**src/rtl/angle_stepper.sv**
```systemverilog
// Rotation-angle generator: steps a 0..MAX_DEG angle in STEP_DEG increments every
// (speed_in+1) frame ticks and hands each new angle downstream on a valid/ready handshake.
module angle_stepper #(
    parameter int STEP_DEG = 10,
    parameter int MAX_DEG  = 350,
    parameter int SPEED_W  = 4
) (
    input  logic               clk_in,
    input  logic               rst_in,
    input  logic               tick_in,
    input  logic               run_in,
    input  logic               dir_in,
    input  logic [SPEED_W-1:0] speed_in,
    input  logic               zero_in,
    input  logic               ready_in,
    output logic [8:0]         angle_out,
    output logic [1:0]         quadrant_out,
    output logic               angle_valid_out,
    output logic               wrap_out,
    output logic               overrun_out
);

    typedef enum logic [1:0] {
        IDLE      = 2'd0,
        WAIT_TICK = 2'd1,
        PRESENT   = 2'd2
    } state_t;

    localparam logic [8:0] STEP_V = 9'(STEP_DEG);
    localparam logic [8:0] MAX_V  = 9'(MAX_DEG);

    state_t             state_q, state_d;
    logic [SPEED_W-1:0] tick_cnt_q, tick_cnt_d;
    logic [8:0]         angle_q, angle_d;
    logic [1:0]         quadrant_q, quadrant_d;
    logic               valid_q, valid_d;
    logic               wrap_q, wrap_d;
    logic               overrun_q, overrun_d;

    // Quadrant boundaries are inclusive at the top: 90 is still quadrant 0.
    function automatic logic [1:0] quadrant_of(input logic [8:0] ang);
        logic [1:0] q;
        if (ang <= 9'd90) begin
            q = 2'd0;
        end else if (ang <= 9'd180) begin
            q = 2'd1;
        end else if (ang <= 9'd270) begin
            q = 2'd2;
        end else begin
            q = 2'd3;
        end
        return q;
    endfunction

    // Next-state, next-angle and handshake logic.
    always_comb begin
        state_d    = state_q;
        tick_cnt_d = tick_cnt_q;
        angle_d    = angle_q;
        quadrant_d = quadrant_q;
        valid_d    = valid_q;
        wrap_d     = 1'b0;
        overrun_d  = overrun_q;

        if (zero_in) begin
            state_d    = IDLE;
            tick_cnt_d = '0;
            angle_d    = 9'd0;
            quadrant_d = 2'd0;
            valid_d    = 1'b0;
            overrun_d  = 1'b0;
        end else begin
            case (state_q)
                IDLE: begin
                    if (run_in) begin
                        state_d = WAIT_TICK;
                    end else begin
                        state_d = IDLE;
                    end
                end
                WAIT_TICK: begin
                    if (!run_in) begin
                        state_d    = IDLE;
                        tick_cnt_d = '0;
                    end else if (tick_in && (tick_cnt_q >= speed_in)) begin
                        tick_cnt_d = '0;
                        valid_d    = 1'b1;
                        state_d    = PRESENT;
                        if (!dir_in) begin
                            if (angle_q == MAX_V) begin
                                angle_d = 9'd0;
                                wrap_d  = 1'b1;
                            end else begin
                                angle_d = angle_q + STEP_V;
                            end
                        end else begin
                            if (angle_q == 9'd0) begin
                                angle_d = MAX_V;
                                wrap_d  = 1'b1;
                            end else begin
                                angle_d = angle_q - STEP_V;
                            end
                        end
                        quadrant_d = quadrant_of(angle_d);
                    end else if (tick_in) begin
                        tick_cnt_d = tick_cnt_q + SPEED_W'(1);
                    end else begin
                        tick_cnt_d = tick_cnt_q;
                    end
                end
                PRESENT: begin
                    // A tick while the angle is unaccepted is dropped, not counted.
                    if (tick_in) begin
                        overrun_d = 1'b1;
                    end else begin
                        overrun_d = overrun_q;
                    end
                    if (ready_in) begin
                        valid_d = 1'b0;
                        if (run_in) begin
                            state_d = WAIT_TICK;
                        end else begin
                            state_d = IDLE;
                        end
                    end else begin
                        valid_d = 1'b1;
                    end
                end
                default: begin
                    state_d    = IDLE;
                    tick_cnt_d = '0;
                    valid_d    = 1'b0;
                end
            endcase
        end
    end

    // State and output registers with synchronous reset.
    always_ff @(posedge clk_in) begin
        if (rst_in) begin
            state_q    <= IDLE;
            tick_cnt_q <= '0;
            angle_q    <= 9'd0;
            quadrant_q <= 2'd0;
            valid_q    <= 1'b0;
            wrap_q     <= 1'b0;
            overrun_q  <= 1'b0;
        end else begin
            state_q    <= state_d;
            tick_cnt_q <= tick_cnt_d;
            angle_q    <= angle_d;
            quadrant_q <= quadrant_d;
            valid_q    <= valid_d;
            wrap_q     <= wrap_d;
            overrun_q  <= overrun_d;
        end
    end

    assign angle_out       = angle_q;
    assign quadrant_out    = quadrant_q;
    assign angle_valid_out = valid_q;
    assign wrap_out        = wrap_q;
    assign overrun_out     = overrun_q;

endmodule

```
**config.mk**
```make
export PLATFORM = sky130hd
export DESIGN_NAME = angle_stepper
export DESIGN_NICKNAME = d
export VERILOG_FILES = /design/src/rtl/angle_stepper.sv
export SDC_FILE = /design/constraint.sdc
export NUM_CORES = 1
export LEC_CHECK = 0
export ABC_CLOCK_PERIOD_IN_PS = 2000
export CAP_MARGIN = 25
export CORE_MARGIN = 2
export CORE_UTILIZATION = 30
export CTS_CLUSTER_DIAMETER = 200
export DETAILED_ROUTE_END_ITERATION = 10
export GPL_TIMING_DRIVEN = 1
export SYNTH_ARGS = -nofsm -noshare
export SYNTH_HDL_FRONTEND = slang
export SYNTH_SLANG_ARGS = --single-unit
```
**constraint.sdc**
```tcl
create_clock -name clk_in -period 2 [get_ports clk_in]
set_input_delay 0.5 -clock clk_in [delete_from_list [all_inputs] [get_ports clk_in]]
set_output_delay 0.5 -clock clk_in [all_outputs]
set_load 0.05 [all_outputs]
```
==> metrics.md, run 1 <==
| Metric | Value |
|---|---|
| Cell variety after synth | 54 |
| Vias in the first global route | roughly 1,400 |
| Clock Pin Slew Worst Setup and Hold Paths | approximately 80 ps |
| Cells after synthesis | roughly 180 |
| Status | finished, final reports clean |
| Clock latency on the worst-skew pair | about 260 ps |
| Initial DRC Count | ~100 |
| Synth-to-layout area growth | 47.0% |
| Initial antenna violation count | 0 |
| Global-route wire length before repair | approximately 6.1 mm |
| Met3 Usage GRT | 0.0304 |
| CTS Buf Count | 3 |
| Fillers | 453 |
| F_max | between 0.5 and 0.6 GHz |
| Row count | 25 |
| Final GP Congestion | just under 0.9 |
| Least-Margin Pin Slew | between 400 and 500 ps |
| Largest net degree at the start of global routing | 13 |
| Final Setup Violations | 0 |
| Die area | 0.00534 sq mm |
| Most frequent cells in the layout | buf_4, nor2_1, nand2_1 |
| Nets@finish | 251 |
| Max Clock Skew | about 1.8 ps |
| Reg-to-Reg Start | angle_out[1] |
| Avg WL per Cell | 12.8 microns |
| PortBufs | 24 |
| Hold Fails Final Rpt | 0 |
| Avg Inst Size Synth | 8.05 sq um |
| Die X | about 73 microns |
| Setup CP Type | reg -> reg |
| Clk buf depth | 2 |
| Critical Path RT | around 2200 ps |
| Fraction of layout cells with a size suffix above 1 | 0.329 |
| Most common cell after layout, fill and taps aside | buf_4 |
| Power Density | ~420 mW/mm^2 |
| Mapped cell area | around 0.0014 sq mm |
| Core area | 0.00466 sq mm |
| Initial core utilization | 0.307 |
| Class of the worst hold path | reg -> reg |
| Synth async-reset ratio | 0 |
| Initial DRT Pass Iterations | 4 |
| Grt peak-use layer | met2 |
| Root Driver | clkbuf_8 |
| Tcrit/Tclk final | 0.997 |
| Post-synthesis sequential area ratio | 0.279 |
| Drt drc | 0 |
| Post-DP HPWL | between 2 and 3 mm |
| Ys Warns | 0 |
| I/O pin count | 25 |
| CTS tree | done |
| Yosys reg bits | 20 |
| Setup TNS | 0 ps |
| Number of flops mapped to enable cells by yosys | 0 |
| Crit start category | flip-flop |
| Total GRT Usage | 0.142 |
| CP startpoint | angle_out[1] |
| Via count | 1,443 |
| Slew Limit Fails | 0 |
| Worst slew margin | 0.670 |
| Tot Pwr | just under 0.9 mW |
| Max cap viols | 0 |
| Total Wirelength | 3.62 mm |
| Antenna-violating nets left | 0 |
| Leakage | approximately 0.88 nW |
| Max VDD drop | ~300 uV |
| Ant. Diodes | 0 |
| Worst Hold Launch | overrun_out |
| Routing usage on met2 | 0.237 |
| Number of vias per cell | 5.12 |
| CTS Sinks | 20 |
| Die Height | about 73 microns |
| Final instance area | 0.00211 sq mm |
| Endpoint type of the worst setup path | flip-flop |
| Grt total ovfl | 0 |
| H-tree depth | 1 |
| Syn Nets | 200 |
| Period minus WS final | between 1500 and 2000 ps |
| Worst EP arrival | 2150 ps |
| Area post-placement | between 0.0015 and 0.002 sq mm |
| M1 GR Usage | 0.190 |
| Crit Path Max Fanout | 4 |
| Main synth FF type | dfxtp_1 |
| Util after Layout | 0.452 |
| RSZ-0062 raised after global routing | true |
cell type report:
type | count | area, sq um | area share
tap | 54 | 67.6 | 0.0321
sequential | 20 | 415 | 0.197
inverter | 10 | 37.5 | 0.0178
multi-input combinational | 139 | 1070 | 0.506
clock buffer | 4 | 66.3 | 0.0315
timing repair buffer | 55 | 453 | 0.215
registers in the layout, indices dropped and copies added, names as in the netlist:
name	count
overrun_out	1
angle_out	9
tick_cnt_q	4
angle_valid_out	1
state_q	2
wrap_out	1
quadrant_out	2
per-stage QoR:
stage	hold WS (ps)	std cells	setup WS, ps
2_1_floorplan	470	178	-25.3
3_5_place_dp	469	273	-565
6_report	480	282	5.56
5_1_grt	522	282	-87.6
4_1_cts	484	279	8.15
3_3_place_gp	454	273	-522
per-layer routing:
metal,vias to the layer above,share of wire
li1,744,-
met1,675,0.49
met2,22,0.48
met4,0,0.0039
met5,-,0
met3,2,0.028
kinds of logic (layout without fill, tap and decap cells):
logic type,count (synthesis),after routing,share of synthesized area
simple gates,73,73,0.267
buf+inv,19,69,0.0533
fa+ha+maj,11,11,0.0961
compound gates,44,44,0.232
xor+xnor,7,7,0.0428
mux,4,4,0.0288
flops,20,20,0.279
critical path, cell delays in order (launching register included):
cell,delay [ps]
dfxtp_4,360
or2_4,250
or4_4,430
a211oi_2,290
nor2_2,110
a31o_1,250
o221a_1,200
synth_stat cells (3+ instances only):
library cell / instances / area (sq um)
mux2i_1: 3 / 30.0
xnor2_1: 3 / 26.3
a21oi_1: 9 / 45.0
ha_1: 11 / 138
nor2_1: 26 / 97.6
o21a_1: 4 / 30.0
xor2_1: 4 / 35.0
clkbuf_1: 4 / 15.0
inv_1: 10 / 37.5
nor3_1: 7 / 35.0
o21ai_0: 4 / 20.0
buf_2: 4 / 20.0
a211oi_1: 3 / 22.5
a31oi_1: 4 / 25.0
dfxtp_1: 20 / 400
nand2_1: 13 / 48.8
o22ai_1: 3 / 18.8
report_power, final:
group | switching, mW | leakage (nW) | internal [mW] | total [mW]
sequential | 0.00181 | 0.166 | 0.397 | 0.399
clock | 0.143 | 0.0339 | 0.217 | 0.360
combinational | 0.0562 | 0.679 | 0.0667 | 0.123
total | 0.201 | 0.879 | 0.680 | 0.881
repair_timing:
action | CTS | global route
endpoints found under the hold margin | 0 | 0
endpoints found under the setup margin | 18 | 6
pin swaps | 19 | 5
hold buffers | 0 | 0
gates resized for setup | 19 | 7
setup buffers | 2 | 3
path summary, 6_finish.rpt:
path,slack [ps],to,cells after the start
worst max register to register,6,quadrant_out[1],6
worst min register to register,480,overrun_out,2
worst max-delay path,6,quadrant_out[1],6
worst min-delay path,480,overrun_out,2
(Power assumes the default switching activity.)
==> run 2: changes to the inputs <==
--- a/config.mk
+++ b/config.mk
@@ -7,7 +7,6 @@
 export LEC_CHECK = 0
 export ABC_CLOCK_PERIOD_IN_PS = 2000
 export CAP_MARGIN = 25
-export CORE_MARGIN = 2
 export CORE_UTILIZATION = 30
 export CTS_CLUSTER_DIAMETER = 200
 export DETAILED_ROUTE_END_ITERATION = 10
==> run 2 against run 1 <==
  * Critical path depth unchanged
  * Global-route usage grew 0.59 points
  * Hold slack lost 9.1 ps
  * Largest cell class unchanged
  * Maximum frequency up 0.23%
  * Register-to-register slack about the same
  * Clock power about the same
  * Sequential cell count is the same
  * Largest power group unchanged
  * Power rose by 0.12%
==> metrics.md, run 2 (synthesis results as in run 1) <==
| Metric | Value |
|---|---|
| Slowest-stage cell, CP | or4_4 (unchanged) |
| Class of the worst hold path | reg -> reg (unchanged) |
| CTS Buf Count | 3 (unchanged) |
| Number of vias per cell | 5.17 (was 5.12) |
| Slew Limit Fails | 0 (unchanged) |
| Row count | 24 (was 25) |
| Global-route wire length before repair | 5.80 mm (was 6.10 mm) |
| Root Driver | clkbuf_8 (unchanged) |
| Clock Pin Slew Worst Setup and Hold Paths | 80 ps (about the same) |
| Avg WL per Cell | 12.8 microns (about the same) |
| Largest net degree at the start of global routing | 13 (unchanged) |
| Fillers | 452 (was 453) |
| Grt total ovfl | 0 (unchanged) |
| Clk buf depth | 2 (unchanged) |
| Max reg flops | 9 (unchanged) |
| Pre-CTS setup slack | -544 ps (was -565 ps) |
| H-tree depth | 1 (unchanged) |
| Clock latency on the worst-skew pair | 270 ps (was 260 ps) |
| Antenna-violating nets left | 0 (unchanged) |
| Drt drc | 0 (unchanged) |
| Initial DRC Count | 53 (was 102) |
| Vias in the first global route | 1,276 (was 1,350) |
| Crit path max-delay family | compound AO/OA/AOI/OAI gates (was simple AND/OR/NAND/NOR gates) |
| Max VDD drop | 361 uV (was 303 uV) |
| Most frequent cells in the layout | buf_4, nor2_1, nand2_1, dfxtp_1 (was buf_4, nor2_1, nand2_1) |
| Slack of the critical path | 10.1 ps (was 5.56 ps) |
| Worst slew margin | 0.671 (was 0.670) |
| Number of hold buffers added after cts | 0 (unchanged) |
| Die Height | 71.1 microns (was 73.1 microns) |
| CTS tree | done (unchanged) |
| Worst EP arrival | 2130 ps (was 2150 ps) |
| Initial antenna violation count | 0 (unchanged) |
| Tcrit/Tclk final | 0.995 (was 0.997) |
| Ant. Diodes | 0 (unchanged) |
| Initial DRT Pass Iterations | 6 (was 4) |
| Hold Fails Final Rpt | 0 (unchanged) |
| Core area | 0.00447 sq mm (was 0.00466 sq mm) |
| WP buf/inv | 0 (unchanged) |
| Final Setup Violations | 0 (unchanged) |
| RSZ-0062 raised after global routing | true (unchanged) |
| Nets@finish | 248 (was 251) |
| I/O pin count | 25 (unchanged) |
| Crit Path Max Fanout | 4 (unchanged) |
| Die area | 0.00506 sq mm (was 0.00534 sq mm) |
| Leakage | 0.864 nW (was 0.879 nW) |
| Most common cell after layout, fill and taps aside | buf_4 (unchanged) |
| Post-DP HPWL | 2.69 mm (was 2.77 mm) |
| Power Density | 420 mW/mm^2 (was 418 mW/mm^2) |
| CP cell instances | or2_4 -> or4_4 -> a311o_1 -> a21oi_1 -> a31o_1 -> o221ai_1 (was or2_4 -> or4_4 -> a211oi_2 -> nor2_2 -> a31o_1 -> o221a_1) |
| Status | finished, final reports clean (unchanged) |
| Setup CP Type | reg -> reg (unchanged) |
| Max cap viols | 0 (unchanged) |
| Tot Pwr | 0.882 mW (was 0.881 mW) |
| Crit start category | flip-flop (unchanged) |
| Least-Margin Pin Slew | 489 ps (was 493 ps) |
| Synth-to-layout area growth | 46.5% (was 47.0%) |
| Critical Path RT | 2140 ps (was 2160 ps) |
| Max Clock Skew | 5.79 ps (was 1.81 ps) |
| Endpoint type of the worst setup path | flip-flop (unchanged) |
| Initial core utilization | 0.320 (was 0.307) |
| PortBufs | 24 (unchanged) |
| Fraction of layout cells with a size suffix above 1 | 0.342 (was 0.329) |
| Via count | 1,432 (was 1,443) |
| Total Wirelength | 3.55 mm (was 3.62 mm) |
| Total GRT Usage | 0.148 (was 0.142) |
| CTS Sinks | 20 (unchanged) |
| Period minus WS final | 1990 ps (about the same) |
| Crit-path max cell delay | 450 ps (was 430 ps) |
| Die X | 71.1 microns (was 73.1 microns) |
| F_max | 0.503 GHz (was 0.501 GHz) |
| Final GP Congestion | 0.820 (was 0.876) |
run 2: final cells by class:
cell class / instances / area (sq um) / area share
flip-flops and latches: 20 / 414 / 0.197
clock buffers: 4 / 66.3 / 0.0316
well taps: 52 / 65.1 / 0.0310
repair buffers: 52 / 420 / 0.200
inverters: 10 / 37.5 / 0.0179
multi-input cells: 139 / 1090 / 0.522
run 2: timing repair:
item / 4_1_cts / 5_1_grt
pin swaps: 22 / 8
setup endpoints to repair: 17 / 5
resized for setup: 16 / 13
buffers inserted: 2 / 1
run 2: final timing paths:
kind / start / end / slack (ps) / cells after the start
max: angle_out[1] / quadrant_out[0] / 10 / 6
min: overrun_out / overrun_out / 470 / 2
max reg2reg: angle_out[1] / quadrant_out[0] / 10 / 6
min reg2reg: overrun_out / overrun_out / 470 / 2
run 2: worst min-delay path, cell delays in order, from the launching register on:
cell     delay [ps]
dfxtp_1         330
a21oi_1          40
nor2_1           70
run 2: through the flow:
step                      instance area [sq um]  hold WS [ps]  TNS, ps   util  cells
after global placement                     1910           453    -6960  0.428    270
after floorplan                            1490           470    -25.3      -    178
final                                      2100           470        0  0.469    277
after global routing                       2100           516    -71.6  0.469    277
after detailed placement                   1910           461    -7310  0.428    270
after CTS                                  2020           479        0  0.452    276
run 2: per-layer routing:
| layer | share of wire | vias up | routed length (microns) | track usage |
|---|---|---|---|---|
| met4 | 0.015 | 0 | 54 | 0.0533 |
| met2 | 0.43 | 29 | 1540 | 0.231 |
| li1 | - | 737 | - | - |
| met1 | 0.51 | 662 | 1820 | 0.203 |
| met3 | 0.038 | 4 | 135 | 0.0299 |
| met5 | 0 | - | 0 | 0 |
run 2: report_power, final:
| part | switching, mW | internal, mW | total, mW |
|---|---|---|---|
| Clock | 0.145 | 0.217 | 0.362 |
| Combinational | 0.0562 | 0.0658 | 0.122 |
| Sequential | 0.00155 | 0.397 | 0.398 |
==> run 3: changes to the inputs <==
--- a/config.mk
+++ b/config.mk
@@ -7,10 +7,11 @@
 export LEC_CHECK = 0
 export ABC_CLOCK_PERIOD_IN_PS = 2000
 export CAP_MARGIN = 25
-export CORE_UTILIZATION = 30
+export CORE_UTILIZATION = 47
 export CTS_CLUSTER_DIAMETER = 200
 export DETAILED_ROUTE_END_ITERATION = 10
 export GPL_TIMING_DRIVEN = 1
+export PLACE_DENSITY = 0.75
 export SYNTH_ARGS = -nofsm -noshare
 export SYNTH_HDL_FRONTEND = slang
 export SYNTH_SLANG_ARGS = --single-unit
==> run 3 against run 2 <==
  * The flow now finishes with violations (DRC, setup timing)
  * Design area rose by 0.54%
  * Core utilization rose by 28 points
  * Die area fell by 35%
  * Maximum frequency fell by 4.7%
  * First-iteration DRC count rose to 2.6 times the previous value
  * Via count rose by 7.2%
  * Register-to-register slack got worse by 98 ps
  * Hold slack improved by 10 ps
  * Combinational power rose by 3%
  * Setup slack got worse by 98 ps
  * Wire length rose by 17%
  * Critical endpoint is now quadrant_out[1]
  * Largest cell class unchanged
==> metrics.md, run 3 (synthesis results as in run 1) <==
| Metric | Value |
|---|---|
| Final Setup Violations | 2 (was 0) |
| Max VDD drop | 357 uV (was 361 uV) |
| Least-Margin Pin Slew | 531 ps (was 489 ps) |
| F_max | 0.479 GHz (was 0.503 GHz) |
| Row count | 19 (was 24) |
| Most common cell after layout, fill and taps aside | buf_4 (unchanged) |
| CTS tree | done (unchanged) |
| Global-route wire length before repair | 6.70 mm (was 5.80 mm) |
| Violated checks | DRC, setup timing |
| Sw Pwr | 0.197 mW (was 0.202 mW) |
| Pre-CTS setup slack | -570 ps (was -544 ps) |
| CP cell instances | or2_4 -> or4_4 -> a211oi_4 -> nor4_1 -> a31o_1 -> o221a_1 (was or2_4 -> or4_4 -> a311o_1 -> a21oi_1 -> a31o_1 -> o221ai_1) |
| Slowest-stage cell, CP | or4_4 (unchanged) |
| Hold Fails Final Rpt | 0 (unchanged) |
| I/O pin count | 25 (unchanged) |
| CTS Sinks | 20 (unchanged) |
| Initial antenna violation count | 0 (unchanged) |
| Slew Limit Fails | 0 (unchanged) |
| Status | complete, but fails checks (was finished, final reports clean) |
| Fraction of layout cells with a size suffix above 1 | 0.358 (was 0.342) |
| Slack of the critical path | -87.8 ps (was 10.1 ps) |
| Ant. Diodes | 0 (unchanged) |
| PortBufs | 24 (unchanged) |
| R2R setup slack | -90 ps (was 10 ps) |
| Vias in the first global route | 1,533 (was 1,276) |
| Leakage | 0.935 nW (was 0.864 nW) |
| Worst slew margin | 0.643 (was 0.671) |
| Crit-path max cell delay | 450 ps (about the same) |
| Initial DRT Pass Iterations | 7 (was 6) |
| Total Wirelength | 4.14 mm (was 3.55 mm) |
| Clock latency on the worst-skew pair | 310 ps (was 270 ps) |
| Switching share of power | 0.242 (was 0.229) |
| R2R cell count | 6 (unchanged) |
| Most frequent cells in the layout | buf_4, nor2_1, nand2_1, dfxtp_1 (unchanged) |
| Via count | 1,535 (was 1,432) |
| Nets@finish | 255 (was 248) |
| Initial core utilization | 0.506 (was 0.320) |
| Clock share of power | 0.354 (was 0.410) |
| Util after Layout | 0.746 (was 0.469) |
| Internal Power | 0.616 mW (was 0.680 mW) |
| H-tree depth | 1 (unchanged) |
| Largest net degree at the start of global routing | 13 (unchanged) |
| Max Clock Skew | 2.18 ps (was 5.79 ps) |
| CTS Buf Count | 3 (unchanged) |
| Number of vias per cell | 5.84 (was 5.17) |
| Core area | 0.00283 sq mm (was 0.00447 sq mm) |
| Final GP Congestion | 0.941 (was 0.820) |
| Max reg flops | 9 (unchanged) |
| CP startpoint | angle_out[1] (unchanged) |
| Tcrit/Tclk final | 1.04 (was 0.995) |
| Endpoint type of the worst setup path | flip-flop (unchanged) |
| Crit Path Max Fanout | 5 (was 4) |
| Max cap viols | 0 (unchanged) |
| Root Driver | clkbuf_4 (was clkbuf_8) |
| RR Endpoint | quadrant_out[1] (was quadrant_out[0]) |
| Period minus WS final | 2090 ps (was 1990 ps) |
| Worst EP arrival | 2300 ps (was 2130 ps) |
| Antenna-violating nets left | 0 (unchanged) |
| Class of the worst hold path | reg -> reg (unchanged) |
| Clk buf depth | 2 (unchanged) |
| Total GRT Usage | 0.261 (was 0.148) |
| Share of power burned in combinational logic | 0.155 (was 0.138) |
| Die Height | 57.2 microns (was 71.1 microns) |
| Reg-to-Reg Start | angle_out[1] (unchanged) |
| Post-DP HPWL | 3.02 mm (was 2.69 mm) |
| Die area | 0.00327 sq mm (was 0.00506 sq mm) |
| Crit start category | flip-flop (unchanged) |
| Setup CP Type | reg -> reg (unchanged) |
| Die X | 57.2 microns (was 71.1 microns) |
| Critical Path RT | 2210 ps (was 2140 ps) |
| Initial DRC Count | 138 (was 53) |
| Synth-to-layout area growth | 47.2% (was 46.5%) |
| Clock Pin Slew Worst Setup and Hold Paths | 120 ps (was 80 ps) |
| Avg WL per Cell | 15.7 microns (was 12.8 microns) |
| Grt total ovfl | 0 (unchanged) |
| Power Density | 385 mW/mm^2 (was 420 mW/mm^2) |
| Reg power frac | 0.491 (was 0.452) |
| Drt drc | 3 (was 0) |
| CP endpoint | quadrant_out[1] (was quadrant_out[0]) |
| RSZ-0062 raised after global routing | true (unchanged) |
run 3: cell count changes in the layout (fill, tap and decap cells not counted), moves of 2 or more:
cell	change
o22ai_2	+2
clkbuf_4	+3
nor2_1	+2
dlymetal6s2s_1	+2
clkdlybuf4s50_1	-3
dlygate4sd2_1	+3
nor2_2	-2
o22ai_1	-2
buf_4	+6
clkbuf_8	-3
run 3: how the worst min path moves through the flow:
stage	startpoint	endpoint	cells after the start
finish	overrun_out	overrun_out	2
global route	angle_valid_out	angle_valid_out	2
CTS	overrun_out	overrun_out	2
detailed placement	overrun_out	overrun_out	2
global placement	overrun_out	overrun_out	2
floorplan	tick_cnt_q[1]	tick_cnt_q[1]	2
run 3: area by class of cell:
type,instances,area (sq um)
Timing Repair Buffer,59,483
Multi-Input combinational cell,139,1090
Clock buffer,4,47.5
Fill cell,218,719
Tap cell,31,38.8
Sequential cell,20,414
Inverter,10,37.5
run 3: repair_timing:
| item | 4_1_cts | 5_1_grt |
|---|---|---|
| gates resized for setup | 17 | 11 |
| hold endpoints to repair | 0 | 0 |
| setup endpoints to repair | 19 | 7 |
| setup buffers | 3 | 3 |
| pin swaps | 15 | 7 |
| hold buffers | 0 | 0 |
run 3: worst max-delay path: cells and delay by family, from the launching register on:
family           cells  cell delay (ps)
AO/OA/AOI/OAI        3              820
flip-flops           1              370
AND/OR/NAND/NOR      3              780
run 3: power groups by stage:
stage | clock network [mW] | logic (mW) | registers (mW)
3_5_place_dp | 0 | 0.113 | 0.408
3_3_place_gp | 0 | 0.110 | 0.408
2_1_floorplan | 0 | 0.0605 | 0.409
6_report | 0.288 | 0.126 | 0.399
5_1_grt | 0.312 | 0.136 | 0.400
4_1_cts | 0.304 | 0.119 | 0.399
run 3: per-layer routing:
metal / routed length (microns) / share of wire / vias up / global-route usage
met5: 0 / 0 / - / 0
met4: 71 / 0.017 / 0 / 0.0906
met3: 169 / 0.041 / 8 / 0.0295
met2: 2130 / 0.52 / 48 / 0.469
met1: 1770 / 0.43 / 727 / 0.322
li1: - / - / 752 / -
run 3: stage by stage:
stage | TNS, ps | std cells | instance area [sq um] | hold slack [ps] | total power [mW]
2_1_floorplan | -25.3 | 178 | 1490 | 470 | 0.469
4_1_cts | 0 | 260 | 2030 | 494 | 0.822
6_report | -164 | 263 | 2110 | 481 | 0.813
3_5_place_dp | -7820 | 253 | 1920 | 462 | 0.521
5_1_grt | -278 | 263 | 2110 | 507 | 0.848
3_3_place_gp | -7140 | 253 | 1920 | 453 | 0.518
